==> src/rtl/registrador_id_ex.sv <==
// ID/EX pipeline register for the 16-bit ULA. Holds decoded fields and presents
// forwarded operands to the execute stage; supports stall (hold) and flush (bubble).
module registrador_id_ex #(
  parameter int WIDTH  = 16,
  parameter int ADDR_W = 3
) (
  input  logic              clock,
  input  logic              reset,
  input  logic              stall,
  input  logic              flush,
  input  logic              id_valid,
  input  logic [ADDR_W-1:0] id_rs_addr,
  input  logic [ADDR_W-1:0] id_rt_addr,
  input  logic [WIDTH-1:0]  id_rs_data,
  input  logic [WIDTH-1:0]  id_rt_data,
  input  logic [WIDTH-1:0]  id_imm,
  input  logic              id_usa_imm,
  input  logic [2:0]        id_ula_control,
  input  logic [ADDR_W-1:0] id_rd_addr,
  input  logic              id_reg_write,
  input  logic              fwd_mem_we,
  input  logic [ADDR_W-1:0] fwd_mem_addr,
  input  logic [WIDTH-1:0]  fwd_mem_data,
  input  logic              fwd_wb_we,
  input  logic [ADDR_W-1:0] fwd_wb_addr,
  input  logic [WIDTH-1:0]  fwd_wb_data,
  output logic              ex_valid,
  output logic [WIDTH-1:0]  ex_a,
  output logic [WIDTH-1:0]  ex_b,
  output logic [WIDTH-1:0]  ex_store_data,
  output logic [2:0]        ex_ula_control,
  output logic [ADDR_W-1:0] ex_rd_addr,
  output logic              ex_reg_write
);

  logic              valid_q;
  logic [ADDR_W-1:0] rs_addr_q;
  logic [ADDR_W-1:0] rt_addr_q;
  logic [WIDTH-1:0]  rs_val_q;
  logic [WIDTH-1:0]  rt_val_q;
  logic [WIDTH-1:0]  imm_q;
  logic              usa_imm_q;
  logic [2:0]        ula_control_q;
  logic [ADDR_W-1:0] rd_addr_q;
  logic              reg_write_q;

  logic              rs_mem_hit;
  logic              rs_wb_hit;
  logic              rt_mem_hit;
  logic              rt_wb_hit;
  logic [WIDTH-1:0]  fwd_rs;
  logic [WIDTH-1:0]  fwd_rt;

  // Register 0 is hardwired zero, so a write reported to it must never be forwarded.
  always_comb begin
    rs_mem_hit = fwd_mem_we && (fwd_mem_addr == rs_addr_q) && (rs_addr_q != '0);
    rs_wb_hit  = fwd_wb_we  && (fwd_wb_addr  == rs_addr_q) && (rs_addr_q != '0);
    rt_mem_hit = fwd_mem_we && (fwd_mem_addr == rt_addr_q) && (rt_addr_q != '0);
    rt_wb_hit  = fwd_wb_we  && (fwd_wb_addr  == rt_addr_q) && (rt_addr_q != '0);

    fwd_rs = rs_val_q;
    if (rs_mem_hit)     fwd_rs = fwd_mem_data;
    else if (rs_wb_hit) fwd_rs = fwd_wb_data;

    fwd_rt = rt_val_q;
    if (rt_mem_hit)     fwd_rt = fwd_mem_data;
    else if (rt_wb_hit) fwd_rt = fwd_wb_data;
  end

  always_ff @(posedge clock) begin
    if (reset || flush) begin
      valid_q       <= 1'b0;
      rs_addr_q     <= '0;
      rt_addr_q     <= '0;
      rs_val_q      <= '0;
      rt_val_q      <= '0;
      imm_q         <= '0;
      usa_imm_q     <= 1'b0;
      ula_control_q <= 3'b000;
      rd_addr_q     <= '0;
      reg_write_q   <= 1'b0;
    end else if (stall) begin
      // Absorb producers that retire while we wait, so their value is not lost.
      rs_val_q <= fwd_rs;
      rt_val_q <= fwd_rt;
    end else begin
      valid_q       <= id_valid;
      rs_addr_q     <= id_rs_addr;
      rt_addr_q     <= id_rt_addr;
      rs_val_q      <= id_rs_data;
      rt_val_q      <= id_rt_data;
      imm_q         <= id_imm;
      usa_imm_q     <= id_usa_imm;
      ula_control_q <= id_ula_control;
      rd_addr_q     <= id_rd_addr;
      reg_write_q   <= id_reg_write & id_valid;
    end
  end

  assign ex_valid       = valid_q;
  assign ex_a           = fwd_rs;
  assign ex_b           = usa_imm_q ? imm_q : fwd_rt;
  assign ex_store_data  = fwd_rt;
  assign ex_ula_control = ula_control_q;
  assign ex_rd_addr     = rd_addr_q;
  assign ex_reg_write   = reg_write_q;

endmodule

==> config.mk <==
export PLATFORM = sky130hd
export DESIGN_NAME = registrador_id_ex
export DESIGN_NICKNAME = d
export VERILOG_FILES = /design/src/rtl/registrador_id_ex.sv
export SDC_FILE = /design/constraint.sdc
export NUM_CORES = 1
export LEC_CHECK = 0
export CORE_MARGIN = 2
export CORE_UTILIZATION = 35
export DETAILED_ROUTE_END_ITERATION = 8
export PLACE_DENSITY = 0.71
export SYNTH_ARGS = -nofsm -noshare
export SYNTH_HDL_FRONTEND = slang
export SYNTH_SLANG_ARGS = --single-unit
==> constraint.sdc <==
create_clock -name clock -period 3.2 [get_ports clock]
set_input_delay 0.64 -clock clock [delete_from_list [all_inputs] [get_ports clock]]
set_output_delay 0.64 -clock clock [all_outputs]
set_load 0.05 [all_outputs]
==> reports/metrics.yaml <==
num-fill-cells: 834
finalClockSkew_ns: 0.00826
crit_required_ns: 2.56
final-instance-count-excl-fill: 734
core-area_um2: 9240
timing.final.hold_violations: 0
avgViaCountPerCell: 5.05
netlist_top_cells_area: "dfxtp_1, nor2_1, o31ai_1"
syn-num-nets: 540
path_max_fanout: 10
portBuffers: 162
die_y_um: 101
critPathKind: "input pin to primary output"
synth_most_common_cell: "nor2_1"
synth_edf_count: 0
drtPass1Iterations: 5
grt_pass1_vias: 3746
ys_top_cells_by_count: "nor2_1, nand2_1, dfxtp_1"
post_cts_hold_buffer_count: 0
area_growth_pct: 72.7
holdWs_ns: 0.497
placedCellCount: 718
dr.first_iter.drc_count: 184
ys_async_sr_fraction_pct: 0
fmax_ghz: 0.317
numCtsBuffers: 9
multi_input_area_um2: 2310
dieArea_um2: 10300
cts_buffer_depth: 2
routabilityCongestion: 0.878
rows: 35
ys_seq_area_share_pct: 37.9
clk_latency_ns: 0.33
max_cap_viol_count: 0
drive_gt1_share_pct: 27.3
dieWidth_um: 101
hold_class: "register to register"
hp-start: "imm_q[2]"
syn_area_um2: 3330
yosysWarnings: 0
tightest_slew_ns: 0.700
rrSetupSlack_ns: 1.05
cts_tree: "yes"
drt-total-wl_um: 12300
clock-sinks: 63
antenna_found_initial: 0
ys_seq_elements: 63
syn_inst: 433
period_needed_ns: 3.15
setup_viol_count_final: 0
grt_max_degree: 33
synth.distinct_cells: 23
slew_headroom_pct: 53.4
slew_violations: 0
route.detailed.drc: 0
seq_area_um2: 1260
antenna_violating_nets_post_route: 0
overflow: 0
critPathArrivalTime_ns: 2.51
outcome: "complete, no violations"
reg2reg_to: "rt_val_q[4]"
leakagePower_nw: 2.26
postPlaceCellArea_um2: 5240
regToRegStartpoint: "rt_addr_q[1]"
routedWlPerCell_um: 16.7
grtUsageTotal_pct: 23.5
p_per_area_nw_per_um2: 353
ctsRootBufferMaster: "clkbuf_8"
cts.clk_slew.worst_paths_ns: 0.07
synth_top_area_share_pct: 37.9
io_pins: 163
yosysTopAreaCell: "dfxtp_1"
hold_depth: 2
start_kind: "input pin"
vias: 3708
grt_pass1_wl_um: 19000
nNetsFinal: 708
antenna_cells: 0
place_hpwl_um: 9160
initial_utilization_pct: 36.0
holdPathEnd: "imm_q[2]"
ys.flop_type: "dfxtp_1"
fin_crit_sh_pct: 98.4
ir_drop_v: 0.000225
final_area_um2: 5740
critPathCaptureType: "primary output"
h-tree-depth: 3
r2r_cells: 7
synth.avg_cell_area_um2: 7.68
## kinds of logic after synthesis
kind of cell	count (synthesis)	synth area share, %
xor+xnor	10	2.63
compound gates	118	25.3
mux	29	8.73
flops	63	37.9
buf+inv	39	5.08
simple gates	174	20.4
## routing by layer
| layer | vias up | GRT usage [%] | wire [µm] |
|---|---|---|---|
| met4 | 0 | 5.20 | 129 |
| li1 | 1857 | - | - |
| met3 | 8 | 4.97 | 556 |
| met5 | - | 0 | 0 |
| met1 | 1737 | 30.2 | 5320 |
| met2 | 106 | 40.5 | 6250 |
## worst max-delay path: stages
cell and delay [ns]:
clkdlybuf4s15_1 0.21, xor2_1 0.16, or4_4 0.56, or2_4 0.30, buf_12 0.17, a21oi_4 0.18
o31ai_4 0.09, buf_4 0.20
## registers in the layout, summed over array words and instances, names as in the netlist
name	cells
imm_q	16
rs_val_q	16
rt_val_q	16
ex_rd_addr	3
ex_ula_control	3
rs_addr_q	3
rt_addr_q	3
ex_reg_write	1
ex_valid	1
usa_imm_q	1
## what timing repair did
| action | 4_1_cts | 5_1_grt |
|---|---|---|
| pin swaps | 6 | 10 |
| resized for setup | 48 | 23 |
| gates cloned | 0 | 1 |
| setup endpoints to repair | 48 | 33 |
| setup buffers | 0 | 0 |
## power breakdown
group          switching, W  leakage, nW  total, W  internal, W
Sequential        0.0000199        0.514  0.000831     0.000811
Clock              0.000333       0.0739  0.000613     0.000280
Combinational      0.000315         1.68  0.000581     0.000266
Total              0.000668         2.26   0.00203      0.00136
## worst max-delay path by stage
stage,endpoint,from
finish,ex_b[13],fwd_wb_addr[0]
global route,ex_b[15],fwd_mem_addr[1]
CTS,ex_store_data[15],fwd_wb_addr[0]
detailed placement,ex_b[0],fwd_wb_addr[0]
global placement,ex_store_data[0],fwd_wb_addr[0]
floorplan,ex_b[10],fwd_wb_addr[0]
## layout make-up
class                           count  share of cell area, %
Inverter                            3                  0.196
Multi-Input combinational cell    331                   40.2
Timing Repair Buffer              193                   31.8
Tap cell                          129                   2.81
Clock inverter                      6                  0.828
Clock buffer                        9                   2.16
Sequential cell                    63                   22.0
## cells in the final DEF, fill, tap and decap left out, types with 3 or more instances in the layout
master and instances:
o31ai_2 7, clkbuf_8 9, xor2_1 6, dfxtp_1 62
clkinvlp_4 4, xnor2_1 3, a21oi_2 15, buf_6 16
a21oi_4 12, o22ai_1 17, o22ai_2 13, clkdlybuf4s50_1 110
buf_12 3, a21oi_1 6, nand2_1 65, mux2i_1 29
buf_4 58, o31ai_1 32, nor2_2 3, inv_1 3
nor2_1 96, o31ai_4 9
## metrics by stage
step	util (%)	TNS (ns)	worst slack (ns)	power, W
3_5_place_dp	56.7	-9.58	-0.284	0.00139
2_1_floorplan	-	-0.0828	-0.0828	0.00114
5_1_grt	62.2	-0.00614	-0.00528	0.00212
6_report	62.2	0	0.0502	0.00203
4_1_cts	61.2	0	0.00982	0.00203
3_3_place_gp	56.7	-9.14	-0.292	0.00139
Power figures use the tool's default switching activity.
